[src/rtl/arbitro_rr_fifos_if.sv]
// Port bundle between the word arbiter and its four ingress / four egress FIFOs.
// master = arbiter side, slave = FIFO/environment side.
interface arbitro_rr_fifos_if #(
    parameter int data_width = 10
);
    // Handshake: an ingress head word is valid whenever its fifo_empty bit is 0;
    // pop[i] is the ready that consumes it in the same cycle. push[j] is the
    // egress valid and carries data_out; the egress side has no ready and instead
    // raises almost_full[j] early enough to absorb the one word in flight.
    logic [3:0]            fifo_empty;
    logic [data_width-1:0] fifo_data0;
    logic [data_width-1:0] fifo_data1;
    logic [data_width-1:0] fifo_data2;
    logic [data_width-1:0] fifo_data3;
    logic [3:0]            almost_full;
    logic [3:0]            pop;
    logic [3:0]            push;
    logic [data_width-1:0] data_out;
    logic [1:0]            grant;
    logic [1:0]            arb_state;

    modport master (
        input  fifo_empty, fifo_data0, fifo_data1, fifo_data2, fifo_data3, almost_full,
        output pop, push, data_out, grant, arb_state
    );

    modport slave (
        output fifo_empty, fifo_data0, fifo_data1, fifo_data2, fifo_data3, almost_full,
        input  pop, push, data_out, grant, arb_state
    );
endinterface

[src/rtl/arbitro_rr_fifos.sv]
// Four-input round-robin word arbiter from ingress FIFOs 0-3 to egress FIFOs 4-7.
// Define ARB_STRICT_PRIO_EN for fixed priority 0 > 1 > 2 > 3 instead of round-robin.
module arbitro_rr_fifos #(
    parameter int data_width = 10
) (
    input  logic               clk,
    input  logic               reset,
    arbitro_rr_fifos_if.master bus
);

    typedef enum logic [1:0] {
        IDLE    = 2'd0,
        SERVE   = 2'd1,
        BLOCKED = 2'd2
    } state_t;

    state_t                state_q, state_d;
    logic [1:0]            ptr_q, ptr_d;
    logic [3:0]            push_q, push_d;
    logic [data_width-1:0] data_q, data_d;
    logic [1:0]            grant_q, grant_d;

    logic [data_width-1:0] head [4];
    logic [1:0]            dest [4];
    logic [3:0]            eligible;
    logic                  found;
    logic [1:0]            win;
    logic [1:0]            idx;

    always_comb begin
        head[0] = bus.fifo_data0;
        head[1] = bus.fifo_data1;
        head[2] = bus.fifo_data2;
        head[3] = bus.fifo_data3;
        for (int i = 0; i < 4; i++) begin
            dest[i]     = head[i][data_width-1 -: 2];
            eligible[i] = !bus.fifo_empty[i] && !bus.almost_full[dest[i]];
        end
    end

    // First eligible index starting at ptr_q; 2-bit index arithmetic wraps 3 -> 0.
    always_comb begin
        found = 1'b0;
        win   = 2'd0;
        idx   = 2'd0;
        for (int k = 0; k < 4; k++) begin
            idx = ptr_q + 2'(k);
            if (!found && eligible[idx]) begin
                found = 1'b1;
                win   = idx;
            end
        end
    end

    assign bus.pop = (found && !reset) ? (4'b0001 << win) : 4'b0000;

    always_comb begin
        push_d  = 4'b0000;
        data_d  = data_q;
        grant_d = grant_q;
        if (found) begin
            push_d  = 4'b0001 << dest[win];
            data_d  = head[win];
            grant_d = win;
        end
    end

    always_comb begin
`ifdef ARB_STRICT_PRIO_EN
        ptr_d = 2'd0;
`else
        ptr_d = found ? (win + 2'd1) : ptr_q;
`endif
    end

    always_ff @(posedge clk or posedge reset) begin
        if (reset) begin
            push_q  <= 4'b0000;
            data_q  <= '0;
            grant_q <= 2'd0;
            ptr_q   <= 2'd0;
        end else begin
            push_q  <= push_d;
            data_q  <= data_d;
            grant_q <= grant_d;
            ptr_q   <= ptr_d;
        end
    end

    always_ff @(posedge clk or posedge reset) begin
        if (reset) state_q <= IDLE;
        else       state_q <= state_d;
    end

    always_comb begin
        if (found)                 state_d = SERVE;
        else if (!(&bus.fifo_empty)) state_d = BLOCKED;
        else                       state_d = IDLE;
    end

    always_comb begin
        bus.arb_state = state_q;
    end

    assign bus.push     = push_q;
    assign bus.data_out = data_q;
    assign bus.grant    = grant_q;

endmodule

[src/flat_wrapper.sv]
// flat-port wrapper written by rule: the top's interface ports become plain ports
module arbitro_rr_fifos_flat 
#(
    parameter int data_width = 10
)
  (clk, reset, bus_fifo_empty, bus_fifo_data0, bus_fifo_data1, bus_fifo_data2, bus_fifo_data3, bus_almost_full, bus_pop, bus_push, bus_data_out, bus_grant, bus_arb_state);
  arbitro_rr_fifos_if #(.data_width(data_width)) bus_i ();
  input  logic clk;
  input  logic reset;
  input wire logic [$bits(bus_i.fifo_empty)-1:0] bus_fifo_empty;
  input wire logic [$bits(bus_i.fifo_data0)-1:0] bus_fifo_data0;
  input wire logic [$bits(bus_i.fifo_data1)-1:0] bus_fifo_data1;
  input wire logic [$bits(bus_i.fifo_data2)-1:0] bus_fifo_data2;
  input wire logic [$bits(bus_i.fifo_data3)-1:0] bus_fifo_data3;
  input wire logic [$bits(bus_i.almost_full)-1:0] bus_almost_full;
  output wire logic [$bits(bus_i.pop)-1:0] bus_pop;
  output wire logic [$bits(bus_i.push)-1:0] bus_push;
  output wire logic [$bits(bus_i.data_out)-1:0] bus_data_out;
  output wire logic [$bits(bus_i.grant)-1:0] bus_grant;
  output wire logic [$bits(bus_i.arb_state)-1:0] bus_arb_state;
  assign bus_i.fifo_empty = bus_fifo_empty;
  assign bus_i.fifo_data0 = bus_fifo_data0;
  assign bus_i.fifo_data1 = bus_fifo_data1;
  assign bus_i.fifo_data2 = bus_fifo_data2;
  assign bus_i.fifo_data3 = bus_fifo_data3;
  assign bus_i.almost_full = bus_almost_full;
  assign bus_pop = bus_i.pop;
  assign bus_push = bus_i.push;
  assign bus_data_out = bus_i.data_out;
  assign bus_grant = bus_i.grant;
  assign bus_arb_state = bus_i.arb_state;
  arbitro_rr_fifos #(.data_width(data_width)) u_core (.clk(clk), .reset(reset), .bus(bus_i));
endmodule
[config.mk]
export PLATFORM = sky130hd
export DESIGN_NAME = arbitro_rr_fifos_flat
export DESIGN_NICKNAME = d
export VERILOG_FILES = /design/src/rtl/arbitro_rr_fifos_if.sv /design/src/rtl/arbitro_rr_fifos.sv /design/src/flat_wrapper.sv
export SDC_FILE = /design/constraint.sdc
export NUM_CORES = 1
export LEC_CHECK = 0
export BUFFER_PORTS_ARGS = -buffer_cell sky130_fd_sc_hd__buf_2
export CELL_PAD_IN_SITES_DETAIL_PLACEMENT = 2
export CELL_PAD_IN_SITES_GLOBAL_PLACEMENT = 2
export CORE_ASPECT_RATIO = 1.2
export CORE_MARGIN = 2
export CORE_UTILIZATION = 24
export DETAILED_ROUTE_END_ITERATION = 10
export PLACE_DENSITY_LB_ADDON = 0.1
export SLEW_MARGIN = 20
export SYNTH_ARGS = -nofsm -noshare
export SYNTH_HDL_FRONTEND = slang
export SYNTH_SLANG_ARGS = --single-unit
[constraint.sdc]
create_clock -name clk -period 2.1 [get_ports clk]
set_clock_uncertainty 0.2 [all_clocks]
set_input_delay 0.105 -clock clk [delete_from_list [all_inputs] [get_ports clk]]
set_output_delay 0.105 -clock clk [all_outputs]
set_load 0.05 [all_outputs]
# Word level (Yosys, flattened, before mapping)
# Index checks and enable logic that the tools add are counted.
# classes
mux	34
add_sub_neg	4
n_reduce_logical	21
n_bitwise	1
shift	2
magnitude_cmp	9
# ops
operator	n
2-bit by 3-bit < comparator with 1-bit output (second input constant)	8
10-bit binary-select mux with 2-bit select	1
10-bit two-way mux	2
1-bit binary-select mux with 2-bit select	8
2-bit two-way mux	8
1-bit logical NOT	12
1-bit two-way mux	12
1-bit logical AND	8
4-bit two-way mux	2
1-bit by 2-bit << shifter with 4-bit output (first input constant)	2
2-bit by 1-bit adder with 2-bit output (second input constant)	2
2-bit adder (second input constant)	2
2-bit binary-select mux with 2-bit select	1
4-bit AND reduction	1
3-bit >= comparator (second input constant)	1
2-bit inverter with 3-bit output	1
# word_totals
word_cells	76
ff_bits	20
inputBits	50

# Logic depth before layout (Yosys ltp)
# Gate-level depths: netlist (run 1).
# logic_depth
ltp_word	22
mapped_depth	11

# Worst setup path after synthesis (run 1)
# No wires, ideal clock.
# synth_path
path_kind	input port to output port
start	in bus_fifo_data3[8]
end	out bus_pop[3]
setup_slack_ps	-288
required_time_ps	1795
stages	10
arrival_time_ps	2083
n_path_buf	4
path_cell_list	buf_6 -> mux2i_1 -> a22oi_4 -> and3_1 -> buf_6 -> nor3_4 -> buf_6 -> buf_12 -> ha_1 -> and3_1
# synth_via
elab_chain_cells	18
# synth_lines
element	line_no	rtl
start, declared	flat_wrapper.sv:14	input wire logic [$bits(bus_i.fifo_data3)-1:0] bus_fifo_data3;
1-bit binary-select mux with 2-bit select *	arbitro_rr_fifos.sv:37	eligible[i] = !bus.fifo_empty[i] && !bus.almost_full[dest[i]];
1-bit two-way mux (implied by the code) *	arbitro_rr_fifos.sv:37	
1-bit logical NOT *	arbitro_rr_fifos.sv:37	
1-bit logical AND *	arbitro_rr_fifos.sv:37	
1-bit binary-select mux with 2-bit select	arbitro_rr_fifos.sv:48	if (!found && eligible[idx]) begin
1-bit two-way mux (implied by the code)	arbitro_rr_fifos.sv:48	
1-bit two-way mux	arbitro_rr_fifos.sv:48	
1-bit logical NOT	arbitro_rr_fifos.sv:48	
[... 2 more ...]	--	
1-bit logical NOT	arbitro_rr_fifos.sv:48	
1-bit logical AND	arbitro_rr_fifos.sv:48	
1-bit two-way mux	arbitro_rr_fifos.sv:48	
1-bit logical NOT	arbitro_rr_fifos.sv:48	
1-bit logical AND	arbitro_rr_fifos.sv:48	
2-bit two-way mux / 1-bit two-way mux (equally long branches)	arbitro_rr_fifos.sv:48	
1-bit by 2-bit << shifter with 4-bit output / 1-bit logical AND (equally long branches)	arbitro_rr_fifos.sv:55	assign bus.pop = (found && !reset) ? (4'b0001 << win) : 4'b0000;
4-bit two-way mux *	arbitro_rr_fifos.sv:55	
end, declared	flat_wrapper.sv:16	output wire logic [$bits(bus_i.pop)-1:0] bus_pop;
# Every way passes the cells marked *; elsewhere a longest branch is shown, timed or not. The select of a mux whose other input is x is not followed.

# Worst setup path after layout (run 1)
# layout_path
start	reg u_core.ptr_q[1]
end	out bus_pop[2]
# layout_via
elab_chain_cells	14
# layout_lines
element	line_no	rtl
start, declared	arbitro_rr_fifos.sv:18	logic [1:0] ptr_q, ptr_d;
start signal, assigned	arbitro_rr_fifos.sv:86	ptr_q <= ptr_d;
branches (longest 13 deep; another with 2-bit by 1-bit adder with 2-bit output)	--	
4-bit two-way mux *	arbitro_rr_fifos.sv:55	
# Every way passes the cells marked *. The select of a mux whose other input is x is not followed.

==> results of run 1 <==
==> power breakdown <==
| part | total [µW] | internal, µW | leakage, µW | switching, µW |
|---|---|---|---|---|
| sequential | 589 | 519 | 0.000244 | 70.7 |
| combinational | 1770 | 701 | 0.00105 | 1070 |
| clock | 402 | 255 | 0.0000357 | 147 |
| total | 2760 | 1480 | 0.00133 | 1290 |
==> cells by family after synthesis <==
group                      synth area share
and+or+nand+nor                       0.172
muxes                                 0.141
AOI/OAI and AO/OA                     0.264
DFF                                   0.304
adders and majority gates            0.0304
buffers and inverters                0.0881
==> synthesized netlist by cell type, drive strengths merged, types with 2 or more instances <==
cell     instances
o22ai            6
o31ai            8
a2111oi          2
o31a             2
a21oi            8
inv              7
ha               4
and3             6
nand2            9
a211oi           2
dfrtp           20
a31oi            5
buf              8
nand3            2
nor3             3
a22oi            3
clkbuf           5
nor2b            7
mux2             8
mux2i           12
nor2            13
a221o            8
nand4           10
and2b            2
==> area by class of cell <==
| type | instances | share of cell area |
|---|---|---|
| inverter | 8 | 0.0133 |
| clock buffer | 3 | 0.0147 |
| clock inverter | 1 | 0.0107 |
| tap | 87 | 0.0387 |
| multi-input combinational | 131 | 0.401 |
| timing repair buffer | 140 | 0.344 |
| sequential | 20 | 0.178 |
==> sequential cells by signal (all words and copies together), names as in the netlist <==
name / cells
u_core.bus.data_out: 10
u_core.bus.push: 4
u_core.bus.arb_state: 2
u_core.bus.grant: 2
u_core.ptr_q: 2
==> critical path, cell delays in order (launching register included) <==
cell and delay, ns:
dfrtp_1 0.40, inv_2 0.05, a32o_2 0.25, o22a_1 0.23
nor3_4 0.16, buf_6 0.16, inv_6 0.05, ha_4 0.15
and3_4 0.16, buf_8 0.14
==> stage by stage <==
step	TNS (ns)	cell area [µm²]	power (µW)	instances
6_report	-2.52	2820	2760	390
2_1_floorplan	-1.72	1670	1640	172
4_1_cts	-3.35	2780	2770	390
3_3_place_gp	-3.61	2390	2130	365
5_1_grt	-4.25	2820	2950	390
3_5_place_dp	-4.16	2390	2160	365
==> cells in the final DEF (no fill, tap or decap), types with 4 or more instances in the layout <==
cell | Yosys | layout
inv_1 | 7 | 5
nand4_1 | 10 | 10
a31oi_1 | 5 | 5
buf_8 | 0 | 4
ha_4 | 0 | 4
dfrtp_1 | 20 | 20
dlygate4sd3_1 | 0 | 14
nor2b_1 | 7 | 7
buf_4 | 1 | 52
and3_4 | 0 | 5
nand2_1 | 9 | 9
a21oi_1 | 8 | 8
o31ai_1 | 8 | 8
nor2_1 | 11 | 10
mux2i_1 | 12 | 10
mux2_2 | 8 | 8
o22ai_1 | 6 | 6
a221o_1 | 8 | 8
buf_2 | 0 | 67
==> final timing paths <==
kind	depth (start not counted)	startpoint	end	slack (ns)
setup / recovery	9	u_core.ptr_q[1]	bus_pop[2]	-0.23
min in group asynchronous	3	reset	u_core.bus.push[2]	0.19
max in group asynchronous	4	reset	u_core.ptr_q[0]	0.92
hold reg to reg	2	u_core.bus.grant[1]	u_core.bus.grant[1]	0.29
setup reg to reg	8	u_core.ptr_q[1]	u_core.bus.data_out[5]	-0.21
hold / removal	3	bus_fifo_data0[6]	u_core.bus.data_out[6]	0.003
==> metal layers <==
| layer | global-route usage | vias up | share of wire |
|---|---|---|---|
| met5 | 0 | - | 0 |
| met1 | 0.199 | 936 | 0.40 |
| met4 | 0.0388 | 0 | 0.010 |
| met2 | 0.359 | 57 | 0.55 |
| met3 | 0.0172 | 5 | 0.037 |
| li1 | - | 931 | - |
==> what timing repair did <==
item / 4_1_cts / 5_1_grt
setup buffers: 7 / 1
gates resized for setup: 37 / 6
setup endpoints to repair: 18 / 19
hold buffers: 14 / 0
pin swaps: 8 / 4
endpoints found under the hold margin: 14 / 0
==> impl_metrics.json, run 1 <==
{
  "antenna_found_initial": 0,
  "dr_total_vias": 1929,
  "worst_slack_ns": -0.231,
  "finalHoldViolations": 0,
  "grt_pass1_wl_mm": 10.5,
  "required_ns": 1.79,
  "status": "finished, violations left",
  "start_util": 0.245,
  "critPathMaxFanout": 4,
  "htree_levels": 1,
  "yosysTopAreaCell": "dfrtp_1",
  "min_period_ns": 2.33,
  "grt_max_degree": 14,
  "cts_buffers": 3,
  "finalMaxSlewViolations": 0,
  "synth_edf_count": 0,
  "grt.overflow.total": 0,
  "routabilityCongestion": 0.749,
  "setup_viol": 17,
  "hold_class": "input port to flip-flop",
  "async_flop_share": 1.00,
  "ys.flop_type": "dfrtp_1",
  "crit_type": "flip-flop to output port",
  "fin_util": 0.418,
  "synthTopCellsByArea": "dfrtp_1 30%, mux2i_1 7.3%, mux2_2 5.5%",
  "synth-seq-cells": 20,
  "relSlewSlack": 0.670,
  "p_per_area_nw_per_um2": 981,
  "io_pins": 72,
  "crit_path_start_kind": "flip-flop",
  "synthesis.nets": 226,
  "viasPerCell": 4.95,
  "cts_tree": "built",
  "max_freq_ghz": 0.429,
  "worstMarginPinSlew_ns": 0.494,
  "drtIter0Drc": 39,
  "synthCells": 172,
  "multiInputGateArea_um2": 1130,
  "regArea_um2": 500,
  "drive_gt1_frac": 0.545,
  "rows": 33,
  "failed_checks": "negative setup slack",
  "cts.clk_slew.worst_paths_ns": 0.07,
  "drt-total-wl_mm": 6.63,
  "p_leak_uw": 0.00133,
  "ys.warnings.count": 0,
  "rsz0062_at_grt": "yes",
  "worst_ep_arrival_time_ns": 2.03,
  "vdd_drop_max_uv": 348,
  "avgSynthCellArea_um2": 9.57,
  "antenna_left": 0,
  "port_buffers": 71,
  "cts_root_buffer": "clkbuf_8",
  "post-dp-hpwl_mm": 5.21,
  "dp_slack_ns": -0.309,
  "maxCapViolCount": 0,
  "dieArea_um2": 7540,
  "cts_sinks": 20,
  "clk_path_buf_depth": 2,
  "synth_seq_area_share": 0.304,
  "layout.nets": 358,
  "dr.pass1.iters": 4,
  "syn_area_um2": 1650,
  "insertion_delay_ns": 0.26,
  "yosys.area.top_type_share": 0.304,
  "finalCritPeriodShare": 1.11,
  "die_x_um": 79.6,
  "endpoint_kind": "output port",
  "area_growth_pct": 71.0,
  "core_area_um2": 6730,
  "netlist-cell-type-count": 41,
  "grt_pass1_vias": 2094,
  "fill_cells": 767,
  "drc": 0,
  "diodes": 0,
  "grt_use_total": 0.179,
  "drt-wirelength-per-cell_um": 17.0,
  "die_y_um": 94.7,
  "hold_slack_ns": 0.00261
}
No activity file was read; power rests on OpenSTA's default activity.
==> run 2: changes to the inputs <==
SETUP_SLACK_MARGIN = 0.02   (was not set)
==> impl_metrics.json, run 2 (same netlist as run 1, synthesis figures left out) <==
{
  "finalHoldViolations": 0,
  "worst_slack_ns": -0.229,
  "drc": 0,
  "dr_total_vias": 1930,
  "required_ns": 1.79,
  "post-dp-hpwl_mm": 5.21,
  "drt-wirelength-per-cell_um": 17.0,
  "cts.clk_slew.worst_paths_ns": 0.07,
  "dp_slack_ns": -0.309,
  "start_util": 0.245,
  "diodes": 0,
  "cts_tree": "built",
  "grt_pass1_vias": 2094,
  "area_growth_pct": 71.0,
  "die_x_um": 79.6,
  "layout.cells.non_filler": 390,
  "port_buffers": 71,
  "antenna_left": 0,
  "rsz0062_at_grt": "yes",
  "grt_max_degree": 14,
  "regArea_um2": 500,
  "cts_buffers": 3,
  "cts_root_buffer": "clkbuf_8",
  "finalMaxSlewViolations": 0,
  "max_freq_ghz": 0.429,
  "core_area_um2": 6730,
  "largest_register_ffs": 10,
  "finalCritPeriodShare": 1.11,
  "crit_type": "flip-flop to output port",
  "min_period_ns": 2.33,
  "drive_gt1_frac": 0.545,
  "fill_cells": 767,
  "vdd_drop_max_uv": 348,
  "die_y_um": 94.7,
  "hold_class": "input port to flip-flop",
  "viasPerCell": 4.95,
  "maxCapViolCount": 0,
  "io_pins": 72,
  "rows": 33,
  "cpMaxStageDelayCell": "dfrtp_1",
  "worst_ep_arrival_time_ns": 2.02,
  "crit_buf_inv": 4,
  "routabilityCongestion": 0.749,
  "layout_commonest_cell": "buf_2",
  "layout.nets": 358,
  "placed_cells": 365,
  "final_area_um2": 2820,
  "clk_path_buf_depth": 2,
  "critPathMaxStageDelay_ns": 0.40,
  "layout_common_cells": "67 x buf_2, 52 x buf_4, 20 x dfrtp_1, 14 x dlygate4sd3_1",
  "cts_sinks": 20,
  "crit_path_start_kind": "flip-flop",
  "drtIter0Drc": 37,
  "critPathMaxFanout": 4,
  "multiInputGateArea_um2": 1130,
  "crit_family": "compound AO/OA/AOI/OAI gates",
  "setup_viol": 16,
  "status": "finished, violations left",
  "p_per_area_nw_per_um2": 981,
  "antenna_found_initial": 0,
  "endpoint_kind": "output port",
  "failed_checks": "negative setup slack",
  "worstMarginPinSlew_ns": 0.494,
  "drt-total-wl_mm": 6.62,
  "insertion_delay_ns": 0.26,
  "p_leak_uw": 0.00133,
  "dpl-instance-area_um2": 2390,
  "dr.pass1.iters": 4,
  "path_cells": "inv_2 > a32o_2 > o22a_1 > nor3_4 > buf_6 > inv_6 > ha_4 > and3_4 > buf_8",
  "grt.overflow.total": 0,
  "dieArea_um2": 7540,
  "grt_pass1_wl_mm": 10.5,
  "htree_levels": 1,
  "grt_use_total": 0.179,
  "relSlewSlack": 0.670
}
[run 2: cell counts in the layout (fill, tap and decap cells not counted)]
Identical to the previous run, type by type.
[run 2: power by group]
group	leakage (µW)	total [µW]	internal [µW]	switching (µW)
Sequential	0.000244	589	519	70.6
Combinational	0.00105	1770	701	1070
Clock	0.0000357	402	255	147
Total	0.00133	2760	1480	1290
[run 2: final timing paths]
| kind | from | endpoint | slack, ns | depth (start not counted) |
|---|---|---|---|---|
| min in group asynchronous | reset | u_core.bus.push[2] | 0.19 | 3 |
| max in group asynchronous | reset | u_core.ptr_q[0] | 0.92 | 4 |
| min | bus_fifo_data0[6] | u_core.bus.data_out[6] | 0.003 | 3 |
| max | u_core.ptr_q[1] | bus_pop[2] | -0.23 | 9 |
| min reg2reg | u_core.bus.grant[1] | u_core.bus.grant[1] | 0.29 | 2 |
| max reg2reg | u_core.ptr_q[1] | u_core.bus.data_out[5] | -0.21 | 8 |
[run 2: layer usage]
layer | vias to the layer above | share of wire | track usage
li1 | 931 | - | -
met1 | 935 | 0.40 | 0.199
met2 | 59 | 0.55 | 0.359
met3 | 5 | 0.037 | 0.0172
met4 | 0 | 0.010 | 0.0388
met5 | - | 0 | 0
[run 2: cell type report]
class	count	area share
sequential	20	0.178
timing repair buffer	140	0.344
clock inverter	1	0.0107
inverter	8	0.0133
multi-input combinational	131	0.401
clock buffer	3	0.0147
tap	87	0.0387
[run 2: worst reg2reg max path, cell delays in order (launching register included)]
cell     delay, ns
dfrtp_1       0.40
inv_2         0.05
a32o_2        0.25
o22a_1        0.23
nor3_4        0.16
buf_4         0.15
buf_12        0.11
mux2_2        0.32
a221o_1       0.32
[run 2: timing repair]
item                                   CTS  global route
gates resized for setup                 37             6
hold buffers                            14             0
setup endpoints to repair               18            19
endpoints found under the hold margin   14             0
setup buffers                            7             1
pin swaps                                8             4
[run 2: through the flow]
| stage | hold WS [ns] | setup TNS, ns | total power (µW) | utilization |
|---|---|---|---|---|
| finish | 0.00265 | -2.48 | 2760 | 0.418 |
| global route | 0.00114 | -4.25 | 2950 | 0.418 |
| CTS | 0.00108 | -3.35 | 2770 | 0.414 |
| detailed placement | -0.0720 | -4.16 | 2160 | 0.355 |
| global placement | -0.0894 | -3.61 | 2130 | 0.355 |
| floorplan | -0.0999 | -1.72 | 1640 | - |
